**src/rtl/fwd_hazard_ctl.sv**
```systemverilog
// Forwarding and load-use hazard control for a 5-stage pipeline: shadows the
// ID/EX, EX/MEM and MEM/WB register fields and drives the EX operand mux selects.
// Optional stall-cycle counter enabled by defining FWD_STALL_CNT_EN.
module fwd_hazard_ctl #(
    parameter int RA_W  = 5,
    parameter int CNT_W = 32
) (
    input  logic            clk,
    input  logic            rst,
    input  logic            id_valid,
    input  logic [RA_W-1:0] id_rs1,
    input  logic [RA_W-1:0] id_rs2,
    input  logic [RA_W-1:0] id_rd,
    input  logic            id_regwr,
    input  logic            id_memrd,
    input  logic            flush,
    output logic            stall,
    output logic            fwd_a_wb,
    output logic            fwd_a_mem,
    output logic            fwd_b_wb,
    output logic            fwd_b_mem
`ifdef FWD_STALL_CNT_EN
    ,
    output logic [CNT_W-1:0] stall_cnt
`endif
);

    if (RA_W < 1 || CNT_W < 1) begin : g_bad_param
        $error("fwd_hazard_ctl: RA_W and CNT_W must be at least 1");
    end

    logic [RA_W-1:0] ex_rs1, ex_rs2, ex_rd;
    logic            ex_regwr, ex_memrd;
    logic [RA_W-1:0] mem_rd, wb_rd;
    logic            mem_regwr, wb_regwr;
    logic            hz;
    logic            bubble;

    // A load still in EX cannot supply its data to the instruction in ID yet.
    assign hz = id_valid & ex_memrd & (ex_rd != '0) &
                ((ex_rd == id_rs1) | (ex_rd == id_rs2));

    assign stall  = hz & ~flush;
    assign bubble = stall | flush | ~id_valid;

    always_ff @(posedge clk) begin
        if (rst) begin
            ex_rs1    <= '0;
            ex_rs2    <= '0;
            ex_rd     <= '0;
            ex_regwr  <= 1'b0;
            ex_memrd  <= 1'b0;
            mem_rd    <= '0;
            mem_regwr <= 1'b0;
            wb_rd     <= '0;
            wb_regwr  <= 1'b0;
        end else begin
            // NOTE: a bubble also clears the addresses so stale rs/rd fields can never match.
            if (bubble) begin
                ex_rs1   <= '0;
                ex_rs2   <= '0;
                ex_rd    <= '0;
                ex_regwr <= 1'b0;
                ex_memrd <= 1'b0;
            end else begin
                ex_rs1   <= id_rs1;
                ex_rs2   <= id_rs2;
                ex_rd    <= id_rd;
                ex_regwr <= id_regwr;
                ex_memrd <= id_memrd;
            end
            mem_rd    <= ex_rd;
            mem_regwr <= ex_regwr;
            wb_rd     <= mem_rd;
            wb_regwr  <= mem_regwr;
        end
    end

    // Both selects may be set together; mux2 sits after mux1 so MEM wins.
    always_comb begin
        fwd_a_mem = mem_regwr & (mem_rd != '0) & (mem_rd == ex_rs1);
        fwd_a_wb  = wb_regwr  & (wb_rd  != '0) & (wb_rd  == ex_rs1);
        fwd_b_mem = mem_regwr & (mem_rd != '0) & (mem_rd == ex_rs2);
        fwd_b_wb  = wb_regwr  & (wb_rd  != '0) & (wb_rd  == ex_rs2);
    end

`ifdef FWD_STALL_CNT_EN
    always_ff @(posedge clk) begin
        if (rst) begin
            stall_cnt <= '0;
        end else if (stall && (stall_cnt != {CNT_W{1'b1}})) begin
            stall_cnt <= stall_cnt + CNT_W'(1);
        end
    end
`endif

endmodule

```
**config.mk**
```make
export PLATFORM = sky130hd
export DESIGN_NAME = fwd_hazard_ctl
export DESIGN_NICKNAME = d
export VERILOG_FILES = /design/src/rtl/fwd_hazard_ctl.sv
export SDC_FILE = /design/constraint.sdc
export NUM_CORES = 1
export LEC_CHECK = 0
export ABC_AREA = 0
export CAP_MARGIN = 15
export CORE_MARGIN = 4
export CORE_UTILIZATION = 40
export CTS_CLUSTER_SIZE = 24
export DETAILED_ROUTE_END_ITERATION = 10
export PLACE_DENSITY = 0.7
export RECOVER_POWER = 25
export SLEW_MARGIN = 25
export SYNTH_ARGS = -nofsm -noshare
export SYNTH_HDL_FRONTEND = slang
export SYNTH_SLANG_ARGS = --single-unit
```
**constraint.sdc**
```tcl
create_clock -name clk -period 2.7 [get_ports clk]
set_input_delay 0.405 -clock clk [delete_from_list [all_inputs] [get_ports clk]]
set_output_delay 0.405 -clock clk [all_outputs]
set_load 0.005 [all_outputs]
```
; ---- After elaboration in Yosys (flattened, before gate mapping)
; Index checks and enable logic that the tools add are counted.
[totals]
ram_bits = 0
input_bits = 21
latchBits = 0
word_cells = 34
romBits = 0
output_inout_bits = 5
n_memories = 0
ff_bits = 29
[op_classes]
n_eq_ne = 6
n_lt_le_gt_ge = 0
mul = 0
n_mux = 0
n_div = 0
addsub = 0
bitwise = 15
n_shift = 0
n_reduce_logical = 4
[ops]
columns = operator, n
row1 = $eq 5x5->1, 6
row2 = $reduce_bool 5->1, 3
row3 = $and 1x1->1, 10
row4 = $or 1x1->1, 3
row5 = $not 1->1, 2
row6 = $reduce_or 2->1, 1

; ---- Longest topological paths before layout
; Gate-level depths: netlist of the first run.
[depth]
word_depth = 7
ltp_mapped = 4
ltp_nobuf = 4

; ---- Least setup slack after synthesis of the first run
; No wires, ideal clock.
[synth_path]
kind = input-to-output
from = input id_valid
to = output stall
arrival_time_ps = 1160
required_ps = 2295
setup_slack_ps = 1135
path_buffers = 1
cell_stages = 4
cell_sequence = clkbuf_1 > o311a_4 > clkinv_2 > nor3_1
[synth_via]
elab_chain_len = 4
[synth_rtl]
columns = item, line
row1 = from (decl), 10  ; input logic id_valid,
row2 = $and 1x1->1 (3 in a row), 40  ; assign hz = id_valid & ex_memrd & (ex_rd != '0) &
row3 = $and 1x1->1, 43  ; assign stall = hz & ~flush;
row4 = to (decl), 17  ; output logic stall,
; Every way passes these cells.

; ---- Worst setup path in the final report of the first run
[layout_path]
from = input id_rs1[0]
to = output stall
[layout_via]
elab_chain_len = 4
[layout_rtl]
columns = item, line
row1 = from (decl), 11  ; input logic [RA_W-1:0] id_rs1,
row2 = $eq 5x5->1, 41  ; ((ex_rd == id_rs1) | (ex_rd == id_rs2));
row3 = $or 1x1->1, 41
row4 = $and 1x1->1, 40
row5 = $and 1x1->1, 43
; Every way passes these cells.

==> results of run 1 <==
-- cell families after synthesis --
| logic type | share of synthesized area |
|---|---|
| compound gates | 0.167 |
| xor+xnor | 0.200 |
| buf+inv | 0.0238 |
| flops | 0.443 |
| simple gates | 0.166 |
-- critical path, cell delays in order --
cell	delay [ns]
sky130_fd_sc_hd__clkdlybuf4s50_1	0.51
sky130_fd_sc_hd__xnor2_1	0.13
sky130_fd_sc_hd__nand3_1	0.14
sky130_fd_sc_hd__o22a_1	0.25
sky130_fd_sc_hd__nor3_1	0.19
sky130_fd_sc_hd__clkdlybuf4s50_1	0.53
-- how the worst max path moves through the flow --
stage             to       from  cells after the start  slack [ns]
2_1_floorplan  stall   id_valid                      4        1.14
3_3_place_gp   stall  id_rs1[4]                      6        0.16
3_5_place_dp   stall  id_rs1[0]                      6        0.15
4_1_cts        stall  id_rs1[0]                      6        0.13
5_1_grt        stall  id_rs1[2]                      6        0.02
6_report       stall  id_rs1[0]                      6        0.13
-- metrics by stage --
| stage | setup WS (ns) | instance area (µm²) | total power, mW |
|---|---|---|---|
| floorplan | 1.14 | 1310 | 0.504 |
| global placement | 0.158 | 1620 | 0.548 |
| detailed placement | 0.146 | 1620 | 0.551 |
| CTS | 0.127 | 1670 | 0.800 |
| global route | 0.0183 | 1670 | 0.822 |
| finish | 0.133 | 1670 | 0.789 |
-- power by group through the flow --
stage / combinational (mW) / sequential, mW / clock (mW)
floorplan: 0.0499 / 0.454 / 0
global placement: 0.0916 / 0.456 / 0
detailed placement: 0.0946 / 0.456 / 0
CTS: 0.0948 / 0.446 / 0.259
global route: 0.102 / 0.448 / 0.273
finish: 0.0941 / 0.446 / 0.249
-- sequential cells by signal (all words and copies together) (netlist names) --
signal	count
ex_rd	5
ex_rs1	5
ex_rs2	5
mem_rd	5
wb_rd	5
ex_memrd	1
ex_regwr	1
mem_regwr	1
wb_regwr	1
-- area by class of cell --
cell class / instances / area [µm²]
well taps: 44 / 55.1
inverters: 1 / 5.00
clock inverters: 2 / 10.0
clock buffers: 6 / 41.3
repair buffers: 29 / 280
multi-input cells: 91 / 699
flip-flops and latches: 29 / 581
fillers: 300 / 1430
-- cell usage after synthesis --
library cell / count / area [µm²]
sky130_fd_sc_hd__or4_1: 2 / 15.0
sky130_fd_sc_hd__clkbuf_1: 4 / 15.0
sky130_fd_sc_hd__clkinv_2: 1 / 5.00
sky130_fd_sc_hd__o21ai_0: 2 / 10.0
sky130_fd_sc_hd__nor2_1: 1 / 3.75
sky130_fd_sc_hd__o311a_4: 1 / 21.3
sky130_fd_sc_hd__nor4_1: 4 / 25.0
sky130_fd_sc_hd__o22ai_2: 1 / 12.5
sky130_fd_sc_hd__o22a_1: 1 / 8.76
sky130_fd_sc_hd__o2111a_1: 7 / 78.8
sky130_fd_sc_hd__nor2b_1: 12 / 75.1
sky130_fd_sc_hd__nand3_1: 16 / 80.1
sky130_fd_sc_hd__dfxtp_1: 29 / 581
sky130_fd_sc_hd__nand2_1: 2 / 7.51
sky130_fd_sc_hd__buf_6: 1 / 11.3
sky130_fd_sc_hd__or3_1: 1 / 6.26
sky130_fd_sc_hd__xor2_1: 8 / 70.1
sky130_fd_sc_hd__xnor2_1: 22 / 193
sky130_fd_sc_hd__a21oi_2: 10 / 87.6
sky130_fd_sc_hd__nor3_1: 1 / 5.00
-- metal layers --
metal	vias up	GRT usage
li1	506	-
met1	457	0.154
met5	-	0
met2	33	0.269
met4	0	0.0699
met3	7	0.0615
==> report_table.html, run 1 <==
<table>
<tr><th>Metric</th><th>Value</th></tr>
<tr><th colspan="2">Critical path</th></tr>
<tr><td>Type of element capturing the critical path</td><td>output port</td></tr>
<tr><td>Critical path class</td><td>in2out</td></tr>
<tr><td>Startpoint of the most critical register-to-register path</td><td>ex_rd[0]</td></tr>
<tr><td>Top fanout value on the critical path</td><td>2</td></tr>
<tr><td>Required time at the endpoint of the critical path</td><td>2.30 ns</td></tr>
<tr><td>R2R Path End</td><td>ex_rs2[4]</td></tr>
<tr><td>Cell count of the worst reg-to-reg path</td><td>4</td></tr>
<tr><td>Flop-to-flop setup slack</td><td>roughly 1.2 ns</td></tr>
<tr><td>Worst endpoint data arrival time</td><td>2.16 ns</td></tr>
<tr><td>Critical path launch point type</td><td>primary input</td></tr>
<tr><th colspan="2">Layout</th></tr>
<tr><td>Most frequent standard cell in the layout excluding fill and tap cells</td><td>sky130_fd_sc_hd__dfxtp_1</td></tr>
<tr><td>Final design utilization</td><td>0.539</td></tr>
<tr><td>N_diodes</td><td>0</td></tr>
<tr><td>Final nets</td><td>178</td></tr>
<tr><td>Non-filler cells, final</td><td>202</td></tr>
<tr><td>Area growth, synth to finish</td><td>27.5%</td></tr>
<tr><td>Highest-count cells in the layout ignoring fill and taps</td><td>sky130_fd_sc_hd__dfxtp_1 (29), sky130_fd_sc_hd__clkdlybuf4s50_1 (24), sky130_fd_sc_hd__xnor2_1 (22)</td></tr>
<tr><td>Share of final-layout standard cells stronger than drive strength 1</td><td>0.152</td></tr>
<tr><th colspan="2">Logic synthesis</th></tr>
<tr><td>Number of library cell types mapped by synthesis</td><td>20</td></tr>
<tr><td>Synthesized Nets</td><td>147</td></tr>
<tr><td>Netlist area before placement</td><td>1310 µm²</td></tr>
<tr><td>Number of synthesis warnings</td><td>0</td></tr>
<tr><td>Part of the Yosys area used for sequential elements</td><td>0.443</td></tr>
<tr><td>Post-Synthesis Mean Instance Area</td><td>10.4 µm²</td></tr>
<tr><td>Number of instances in the synthesized netlist</td><td>between 100 and 150</td></tr>
<tr><td>Yosys reg bits</td><td>29</td></tr>
<tr><th colspan="2">Power</th></tr>
<tr><td>Worst vdd ir</td><td>0.000316 V</td></tr>
<tr><td>Power per Cell Area</td><td>472 nW/µm²</td></tr>
<tr><td>Part of the total power dissipated in the clock network</td><td>0.315</td></tr>
<tr><td>Internal power summed over all cells</td><td>0.590 mW</td></tr>
<tr><td>Switching share of power</td><td>0.253</td></tr>
<tr><td>Switching power summed over all nets</td><td>0.199 mW</td></tr>
<tr><td>Sequential share of power</td><td>0.565</td></tr>
<tr><td>Combinational group share of total power</td><td>0.119</td></tr>
<tr><td>Leakage</td><td>0.612 nW</td></tr>
<tr><th colspan="2">Worst hold path</th></tr>
<tr><td>Hold path startpoint</td><td>mem_regwr</td></tr>
<tr><td>Endpoint, Worst Hold</td><td>wb_regwr</td></tr>
<tr><td>Path type of the worst min-delay path</td><td>reg2reg</td></tr>
<tr><td>Hold path cells</td><td>1</td></tr>
<tr><th colspan="2">Floorplanning</th></tr>
<tr><td>Die outline area</td><td>roughly 4300 µm²</td></tr>
<tr><td>Die span in y</td><td>65.3 µm</td></tr>
<tr><td>Total core area</td><td>just over 3000 µm²</td></tr>
<tr><td>Width of the die</td><td>65.3 µm</td></tr>
<tr><td>Std cell rows</td><td>20</td></tr>
<tr><td>IO Count</td><td>26</td></tr>
<tr><td>Initial core utilization</td><td>0.423</td></tr>
<tr><th colspan="2">Clock tree</th></tr>
<tr><td>Root Buffer</td><td>sky130_fd_sc_hd__clkbuf_4</td></tr>
<tr><td>Clock tree from TritonCTS</td><td>built</td></tr>
<tr><td>Post-CTS setup repair buffer count</td><td>0</td></tr>
<tr><td>TritonCTS Sinks</td><td>29</td></tr>
<tr><td>Worst-skew pair later-pin latency</td><td>0.33 ns</td></tr>
<tr><td>Count of hold-fix buffers inserted at cts</td><td>0</td></tr>
<tr><td>Quantity of gates resized following cts</td><td>0</td></tr>
<tr><td>Clock transition at the register clock pins on the worst setup and hold paths after CTS</td><td>~0.080 ns</td></tr>
<tr><td>CTS Buffer Depth</td><td>2</td></tr>
<tr><td># H-tree levels</td><td>2</td></tr>
<tr><td>Total CTS buffers</td><td>5</td></tr>
<tr><th colspan="2">Detailed routing</th></tr>
<tr><td>Sum of met3 wire segment lengths after detailed routing</td><td>154 µm</td></tr>
<tr><td>Detailed-routing wirelength on met1</td><td>1.16 mm</td></tr>
<tr><td>Number of search-and-repair iterations in the first detailed-routing pass</td><td>4</td></tr>
<tr><td>Number of DRC markers in iteration 0</td><td>21</td></tr>
<tr><td>Total number of vias</td><td>1003</td></tr>
<tr><td>DRT Wirelength</td><td>2.76 mm</td></tr>
<tr><td>Top layer reached by signal wires</td><td>met4</td></tr>
<tr><td>Mean routed wirelength per cell</td><td>between 10 and 15 µm</td></tr>
<tr><td>Via-per-instance ratio</td><td>4.97</td></tr>
<tr><td>Detailed-routed wire length on met2</td><td>1.40 mm</td></tr>
<tr><td>Final ANT Viol Nets</td><td>0</td></tr>
<tr><td>Remaining design rule violation count</td><td>0</td></tr>
<tr><th colspan="2">Global routing</th></tr>
<tr><td>Vias in the first global route</td><td>1057</td></tr>
<tr><td>Global-route wire length before repair</td><td>4.77 mm</td></tr>
<tr><td>Total routing resource utilization after global routing</td><td>0.152</td></tr>
<tr><td>Remaining Overflow, GRT</td><td>0</td></tr>
<tr><td>Maximum number of pins on one net before global-route repair</td><td>18</td></tr>
<tr><td>Antenna violations before repair</td><td>0</td></tr>
<tr><th colspan="2">Placement</th></tr>
<tr><td>Final Wtd Congestion</td><td>0.806</td></tr>
<tr><td>DP Wirelength</td><td>approximately 2.2 mm</td></tr>
<tr><td>Buffers added on ports</td><td>25</td></tr>
<tr><td>Number of cells in the design after placement</td><td>about 190</td></tr>
<tr><th colspan="2">STA</th></tr>
<tr><td>Hold Worst Slack</td><td>0.466 ns</td></tr>
<tr><td>Setup violation total in the final timing report</td><td>0</td></tr>
<tr><td>Post-route clock period utilization</td><td>0.951</td></tr>
<tr><td>Total negative setup slack</td><td>0 ns</td></tr>
<tr><td>Max Clk Rate</td><td>390 MHz</td></tr>
<tr><td>Unrepaired setup endpoints after global routing</td><td>no</td></tr>
<tr><td>Worst relative slew slack</td><td>0.574</td></tr>
<tr><td>Measured slew at the worst slew-check pin</td><td>0.639 ns</td></tr>
<tr><td>Fin. max-slew vios</td><td>0</td></tr>
<tr><td>Final clock skew</td><td>0.00906 ns</td></tr>
<tr><td>Number of hold-slack violations in the final timing report</td><td>0</td></tr>
<tr><td>Minimum period implied by the final worst setup slack</td><td>2.57 ns</td></tr>
<tr><th colspan="2">Outcome</th></tr>
<tr><td>Outcome</td><td>completed</td></tr>
<tr><th colspan="2">Job</th></tr>
<tr><td># Max-Cap Violations</td><td>0</td></tr>
</table>
No activity file was read; power rests on OpenSTA's default activity.
==> run 2, diff against run 1 <==
- CORE_UTILIZATION: 40 -> 39
- PLACE_DENSITY: 0.7 -> 0.69
==> report_table.html, run 2 (same netlist as run 1, synthesis figures left out) <==
<table>
<tr><th>Metric</th><th>Value</th></tr>
<tr><th colspan="2">STA</th></tr>
<tr><td>Max Clk Rate</td><td>389 MHz (about the same)</td></tr>
<tr><td>Worst relative slew slack</td><td>0.582 (+0.00784)</td></tr>
<tr><td>Total negative setup slack</td><td>0 ns (unchanged)</td></tr>
<tr><td>Post-route clock period utilization</td><td>0.951 (about the same)</td></tr>
<tr><td>Unrepaired setup endpoints after global routing</td><td>no</td></tr>
<tr><td>Setup violation total in the final timing report</td><td>0 (unchanged)</td></tr>
<tr><td>Number of hold-slack violations in the final timing report</td><td>0 (unchanged)</td></tr>
<tr><td>Minimum period implied by the final worst setup slack</td><td>2.57 ns (+0.00158 ns)</td></tr>
<tr><td>Measured slew at the worst slew-check pin</td><td>0.627 ns (-0.0118 ns)</td></tr>
<tr><td>Fin. max-slew vios</td><td>0 (unchanged)</td></tr>
<tr><td>Final clock skew</td><td>0.00610 ns (-0.00296 ns)</td></tr>
<tr><th colspan="2">Detailed routing</th></tr>
<tr><td>Number of DRC markers in iteration 0</td><td>25 (+19%)</td></tr>
<tr><td>Via-per-instance ratio</td><td>4.96 (about the same)</td></tr>
<tr><td>DRT Wirelength</td><td>2.74 mm (-1.0%)</td></tr>
<tr><td>Remaining design rule violation count</td><td>0 (unchanged)</td></tr>
<tr><td>Total number of vias</td><td>1007 (+0.40%)</td></tr>
<tr><td>Final ANT Viol Nets</td><td>0 (unchanged)</td></tr>
<tr><td>Mean routed wirelength per cell</td><td>13.5 µm (-1.5%)</td></tr>
<tr><td>Number of search-and-repair iterations in the first detailed-routing pass</td><td>4 (unchanged)</td></tr>
<tr><th colspan="2">Floorplanning</th></tr>
<tr><td>Total core area</td><td>3130 µm² (+0.81%)</td></tr>
<tr><td>IO Count</td><td>26 (unchanged)</td></tr>
<tr><td>Die outline area</td><td>4350 µm² (+2.2%)</td></tr>
<tr><td>Die span in y</td><td>66.0 µm (+1.1%)</td></tr>
<tr><td>Initial core utilization</td><td>0.419 (-0.00338)</td></tr>
<tr><td>Width of the die</td><td>66.0 µm (+1.1%)</td></tr>
<tr><td>Std cell rows</td><td>20 (unchanged)</td></tr>
<tr><th colspan="2">Clock tree</th></tr>
<tr><td>Quantity of gates resized following cts</td><td>0 (unchanged)</td></tr>
<tr><td>TritonCTS Sinks</td><td>29 (unchanged)</td></tr>
<tr><td>Clock tree from TritonCTS</td><td>built</td></tr>
<tr><td># H-tree levels</td><td>2 (unchanged)</td></tr>
<tr><td>Total CTS buffers</td><td>5 (unchanged)</td></tr>
<tr><td>CTS Buffer Depth</td><td>2 (unchanged)</td></tr>
<tr><td>Worst-skew pair later-pin latency</td><td>0.33 ns (about the same)</td></tr>
<tr><td>Post-CTS setup repair buffer count</td><td>0 (unchanged)</td></tr>
<tr><td>Clock transition at the register clock pins on the worst setup and hold paths after CTS</td><td>0.08 ns (about the same)</td></tr>
<tr><td>Count of hold-fix buffers inserted at cts</td><td>0 (unchanged)</td></tr>
<tr><td>Root Buffer</td><td>sky130_fd_sc_hd__clkbuf_4</td></tr>
<tr><th colspan="2">Critical path</th></tr>
<tr><td>Top fanout value on the critical path</td><td>2 (unchanged)</td></tr>
<tr><td>Type of element capturing the critical path</td><td>output port</td></tr>
<tr><td>Critical path class</td><td>in2out</td></tr>
<tr><td>Flop-to-flop setup slack</td><td>1.18 ns (+0.03 ns)</td></tr>
<tr><td>Critical path launch point type</td><td>primary input</td></tr>
<tr><td>Required time at the endpoint of the critical path</td><td>2.30 ns (about the same)</td></tr>
<tr><td>Worst endpoint data arrival time</td><td>2.16 ns (about the same)</td></tr>
<tr><th colspan="2">Layout</th></tr>
<tr><td>Final design area excluding fillers</td><td>1680 µm² (+0.45%)</td></tr>
<tr><td>Highest-count cells in the layout ignoring fill and taps</td><td>sky130_fd_sc_hd__dfxtp_1 (29), sky130_fd_sc_hd__clkdlybuf4s50_1 (24), sky130_fd_sc_hd__xnor2_1 (22)</td></tr>
<tr><td>Final design utilization</td><td>0.537 (-0.00191)</td></tr>
<tr><td>Share of final-layout standard cells stronger than drive strength 1</td><td>0.157 (+0.00533)</td></tr>
<tr><td>Most frequent standard cell in the layout excluding fill and tap cells</td><td>sky130_fd_sc_hd__dfxtp_1</td></tr>
<tr><td>Area growth, synth to finish</td><td>28.1%</td></tr>
<tr><td>N_diodes</td><td>0 (unchanged)</td></tr>
<tr><td>Final nets</td><td>179 (+0.56%)</td></tr>
<tr><th colspan="2">Global routing</th></tr>
<tr><td>Maximum number of pins on one net before global-route repair</td><td>18 (unchanged)</td></tr>
<tr><td>Antenna violations before repair</td><td>0 (unchanged)</td></tr>
<tr><td>Total routing resource utilization after global routing</td><td>0.145 (-0.00626)</td></tr>
<tr><td>Remaining Overflow, GRT</td><td>0 (unchanged)</td></tr>
<tr><td>Vias in the first global route</td><td>1116 (+5.6%)</td></tr>
<tr><td>Global-route wire length before repair</td><td>4.73 mm (-0.86%)</td></tr>
<tr><th colspan="2">Placement</th></tr>
<tr><td>Placed Area</td><td>1630 µm² (+0.46%)</td></tr>
<tr><td>Buffers added on ports</td><td>25 (unchanged)</td></tr>
<tr><td>DP Wirelength</td><td>2.21 mm (+1.0%)</td></tr>
<tr><td>Final Wtd Congestion</td><td>0.897 (+11%)</td></tr>
<tr><th colspan="2">Job</th></tr>
<tr><td># Max-Cap Violations</td><td>0 (unchanged)</td></tr>
<tr><th colspan="2">Power</th></tr>
<tr><td>Power per Cell Area</td><td>468 nW/µm² (-0.93%)</td></tr>
<tr><td>Leakage</td><td>0.617 nW (+0.84%)</td></tr>
<tr><td>Worst vdd ir</td><td>0.000254 V (-20%)</td></tr>
<tr><th colspan="2">Outcome</th></tr>
<tr><td>Outcome</td><td>completed</td></tr>
<tr><th colspan="2">Worst hold path</th></tr>
<tr><td>Path type of the worst min-delay path</td><td>reg2reg</td></tr>
</table>
run 2: area by class of cell:
cell class,instances,area (µm²)
fillers,296,1450
well taps,44,55.1
multi-input cells,91,699
clock buffers,6,41.3
clock inverters,2,10.0
repair buffers,30,288
flip-flops and latches,29,581
inverters,1,5.00
run 2: power breakdown:
| group | switching, mW | total, mW | internal, mW | leakage [nW] |
|---|---|---|---|---|
| clock | 0.145 | 0.244 | 0.0989 | 0.0320 |
| combinational | 0.0396 | 0.0946 | 0.0550 | 0.350 |
| sequential | 0.00961 | 0.446 | 0.437 | 0.235 |
| total | 0.195 | 0.785 | 0.590 | 0.617 |
run 2: worst paths after layout:
check / start / endpoint / depth (start not counted)
setup / recovery: id_rs1[2] / stall / 6
hold / removal: ex_regwr / mem_regwr / 1
setup reg to reg: ex_rd[0] / ex_rs2[2] / 4
hold reg to reg: ex_regwr / mem_regwr / 1
run 2: layer usage:
| layer | vias to the layer above | part of all wire | global-route usage |
|---|---|---|---|
| met5 | - | 0 | 0 |
| met4 | 0 | 0.026 | 0.0838 |
| met3 | 8 | 0.053 | 0.0510 |
| met2 | 33 | 0.50 | 0.252 |
| met1 | 455 | 0.42 | 0.151 |
| li1 | 511 | - | - |
run 2: through the flow:
stage / hold WS, ns / power (mW) / std cells / worst slack (ns)
CTS: 0.452 / 0.798 / 203 / 0.135
global route: 0.473 / 0.831 / 203 / 0.0292
detailed placement: 0.437 / 0.551 / 195 / 0.158
floorplan: 0.414 / 0.504 / 126 / 1.14
finish: 0.454 / 0.785 / 203 / 0.132
global placement: 0.434 / 0.550 / 195 / 0.156
run 2: worst max-delay path: stages:
cell                              delay (ns)
sky130_fd_sc_hd__clkdlybuf4s50_1        0.50
sky130_fd_sc_hd__xnor2_1                0.14
sky130_fd_sc_hd__nand3_1                0.13
sky130_fd_sc_hd__o22a_1                 0.26
sky130_fd_sc_hd__nor3_1                 0.20
sky130_fd_sc_hd__clkdlybuf4s50_1        0.54
==> run 3, diff against run 2 <==
- DONT_BUFFER_PORTS: default -> 1
- GPL_ROUTABILITY_DRIVEN: default -> 0
- PLACE_DENSITY: 0.69 -> 0.59
==> report_table.html, run 3 (same netlist as run 1, synthesis figures left out) <==
<table>
<tr><th>Metric</th><th>Value</th></tr>
<tr><th colspan="2">Power</th></tr>
<tr><td>Leakage</td><td>0.515 nW (-16%)</td></tr>
<tr><td>Worst vdd ir</td><td>0.000392 V (+54%)</td></tr>
<tr><td>Power per Cell Area</td><td>597 nW/µm² (+28%)</td></tr>
<tr><th colspan="2">Floorplanning</th></tr>
<tr><td>IO Count</td><td>26 (unchanged)</td></tr>
<tr><td>Std cell rows</td><td>20 (unchanged)</td></tr>
<tr><td>Width of the die</td><td>66.0 µm (unchanged)</td></tr>
<tr><td>Total core area</td><td>3130 µm² (unchanged)</td></tr>
<tr><td>Die outline area</td><td>4350 µm² (unchanged)</td></tr>
<tr><td>Initial core utilization</td><td>0.419 (unchanged)</td></tr>
<tr><td>Die span in y</td><td>66.0 µm (unchanged)</td></tr>
<tr><th colspan="2">STA</th></tr>
<tr><td>Setup violation total in the final timing report</td><td>0 (unchanged)</td></tr>
<tr><td>Max Clk Rate</td><td>482 MHz (+24%)</td></tr>
<tr><td>Measured slew at the worst slew-check pin</td><td>0.635 ns (+0.00804 ns)</td></tr>
<tr><td>Unrepaired setup endpoints after global routing</td><td>no</td></tr>
<tr><td>Number of hold-slack violations in the final timing report</td><td>0 (unchanged)</td></tr>
<tr><td>Fin. max-slew vios</td><td>0 (unchanged)</td></tr>
<tr><td>Worst relative slew slack</td><td>0.577 (-0.00536)</td></tr>
<tr><td>Final clock skew</td><td>0.0106 ns (+0.00450 ns)</td></tr>
<tr><td>Post-route clock period utilization</td><td>0.769 (-0.182)</td></tr>
<tr><td>Total negative setup slack</td><td>0 ns (unchanged)</td></tr>
<tr><td>Hold Worst Slack</td><td>0.148 ns (-0.306 ns)</td></tr>
<tr><td>Minimum period implied by the final worst setup slack</td><td>2.08 ns (-0.492 ns)</td></tr>
<tr><th colspan="2">Clock tree</th></tr>
<tr><td>Root Buffer</td><td>sky130_fd_sc_hd__clkbuf_4</td></tr>
<tr><td>Worst-skew pair later-pin latency</td><td>0.31 ns (-0.02 ns)</td></tr>
<tr><td>TritonCTS Sinks</td><td>29 (unchanged)</td></tr>
<tr><td>Quantity of gates resized following cts</td><td>0 (unchanged)</td></tr>
<tr><td># H-tree levels</td><td>2 (unchanged)</td></tr>
<tr><td>Count of hold-fix buffers inserted at cts</td><td>0 (unchanged)</td></tr>
<tr><td>Total CTS buffers</td><td>5 (unchanged)</td></tr>
<tr><td>Post-CTS setup repair buffer count</td><td>0 (unchanged)</td></tr>
<tr><td>Clock tree from TritonCTS</td><td>built</td></tr>
<tr><td>Clock transition at the register clock pins on the worst setup and hold paths after CTS</td><td>0.09 ns (about the same)</td></tr>
<tr><td>CTS Buffer Depth</td><td>2 (unchanged)</td></tr>
<tr><th colspan="2">Detailed routing</th></tr>
<tr><td>DRT Wirelength</td><td>2.60 mm (-5.1%)</td></tr>
<tr><td>Remaining design rule violation count</td><td>0 (unchanged)</td></tr>
<tr><td>Final ANT Viol Nets</td><td>0 (unchanged)</td></tr>
<tr><td>Number of DRC markers in iteration 0</td><td>30 (+20%)</td></tr>
<tr><td>Total number of vias</td><td>885 (-12%)</td></tr>
<tr><td>Number of search-and-repair iterations in the first detailed-routing pass</td><td>3 (-1)</td></tr>
<tr><td>Mean routed wirelength per cell</td><td>14.9 µm (+11%)</td></tr>
<tr><td>Via-per-instance ratio</td><td>5.09 (+2.5%)</td></tr>
<tr><th colspan="2">Layout</th></tr>
<tr><td>Most frequent standard cell in the layout excluding fill and tap cells</td><td>sky130_fd_sc_hd__dfxtp_1</td></tr>
<tr><td>Filler Cells Inserted</td><td>305 (+3.0%)</td></tr>
<tr><td>Area growth, synth to finish</td><td>9.26%</td></tr>
<tr><td>Area taken by multi-input logic gates</td><td>699 µm² (unchanged)</td></tr>
<tr><td>Sequential cell area</td><td>581 µm² (unchanged)</td></tr>
<tr><td>Highest-count cells in the layout ignoring fill and taps</td><td>sky130_fd_sc_hd__dfxtp_1 (29), sky130_fd_sc_hd__xnor2_1 (22), sky130_fd_sc_hd__nand3_1 (16)</td></tr>
<tr><td>Final design area excluding fillers</td><td>1430 µm² (-15%)</td></tr>
<tr><td>N_diodes</td><td>0 (unchanged)</td></tr>
<tr><td>Share of final-layout standard cells stronger than drive strength 1</td><td>0.162 (+0.00431)</td></tr>
<tr><td>Non-filler cells, final</td><td>174 (-14%)</td></tr>
<tr><td>Final design utilization</td><td>0.458 (-0.0788)</td></tr>
<tr><td>Final nets</td><td>150 (-16%)</td></tr>
<tr><th colspan="2">Global routing</th></tr>
<tr><td>Total routing resource utilization after global routing</td><td>0.135 (-0.0109)</td></tr>
<tr><td>Remaining Overflow, GRT</td><td>0 (unchanged)</td></tr>
<tr><td>Antenna violations before repair</td><td>0 (unchanged)</td></tr>
<tr><td>Vias in the first global route</td><td>938 (-16%)</td></tr>
<tr><td>Global-route wire length before repair</td><td>4.40 mm (-6.9%)</td></tr>
<tr><td>Maximum number of pins on one net before global-route repair</td><td>19 (+1)</td></tr>
<tr><th colspan="2">Critical path</th></tr>
<tr><td>Worst endpoint data arrival time</td><td>1.67 ns (-0.49 ns)</td></tr>
<tr><td>Critical path launch point type</td><td>register</td></tr>
<tr><td>Required time at the endpoint of the critical path</td><td>2.30 ns (about the same)</td></tr>
<tr><td>Type of element capturing the critical path</td><td>output port</td></tr>
<tr><td>Top fanout value on the critical path</td><td>11 (+9)</td></tr>
<tr><td>Critical path class</td><td>reg2out</td></tr>
<tr><th colspan="2">Placement</th></tr>
<tr><td>Placed Area</td><td>1350 µm² (-17%)</td></tr>
<tr><td>Buffers added on ports</td><td>0 (-100%)</td></tr>
<tr><td>Number of cells in the design after placement</td><td>166 (-15%)</td></tr>
<tr><td>DP Wirelength</td><td>2.05 mm (-7.5%)</td></tr>
<tr><th colspan="2">Job</th></tr>
<tr><td># Max-Cap Violations</td><td>0 (unchanged)</td></tr>
<tr><th colspan="2">Outcome</th></tr>
<tr><td>Outcome</td><td>completed</td></tr>
<tr><th colspan="2">Worst hold path</th></tr>
<tr><td>Path type of the worst min-delay path</td><td>in2reg</td></tr>
</table>
[run 3: cell types whose count changed in the layout (fill, tap and decap cells not counted)]
cell                              delta
sky130_fd_sc_hd__buf_4               -4
sky130_fd_sc_hd__dlygate4sd3_1       -1
sky130_fd_sc_hd__bufinv_16           +1
sky130_fd_sc_hd__clkbuf_8            +1
sky130_fd_sc_hd__clkdlybuf4s50_1    -24
sky130_fd_sc_hd__clkinv_2            -2
[run 3: report_power, final]
group / total (mW) / internal (mW) / switching [mW]
registers: 0.446 / 0.437 / 0.00933
clock network: 0.358 / 0.221 / 0.137
logic: 0.0518 / 0.0274 / 0.0244
total: 0.856 / 0.685 / 0.171
[run 3: metal layers]
layer  GRT usage  wire length, µm  vias to the layer above  share of wire
met4      0.0533               15                        0         0.0058
met5           0                0                        -              0
met3      0.0544              108                        2          0.042
li1            -                -                      452              -
met1       0.155             1160                      416           0.45
met2       0.222             1310                       15           0.51
[run 3: path summary, 6_finish.rpt]
check                           startpoint   endpoint  slack [ns]  depth (start not counted)
worst min-delay path                   rst   wb_rd[2]        0.15                          1
worst max register to register    ex_rd[0]   ex_rd[0]        1.15                          4
worst max-delay path              ex_rd[0]      stall        0.62                          4
worst min register to register    ex_regwr  mem_regwr        0.45                          1
[run 3: final cells by class]
class	count	share of cell area
sequential	29	0.405
timing repair buffer	1	0.00524
clock inverter	1	0.0210
inverter	1	0.00349
tap	44	0.0384
multi-input combinational	91	0.488
clock buffer	7	0.0384
[run 3: critical path, stage by stage, from the launching register on]
cell and delay, ns:
sky130_fd_sc_hd__dfxtp_1 0.35, sky130_fd_sc_hd__or3_1 0.39, sky130_fd_sc_hd__o311a_4 0.41, sky130_fd_sc_hd__clkinv_2 0.13, sky130_fd_sc_hd__nor3_1 0.07
[run 3: metrics by stage]
stage / total power, mW / setup slack [ns]
2_1_floorplan: 0.504 / 1.14
3_3_place_gp: 0.507 / 0.984
3_5_place_dp: 0.508 / 0.961
4_1_cts: 0.870 / 0.603
5_1_grt: 0.901 / 0.521
6_report: 0.856 / 0.624
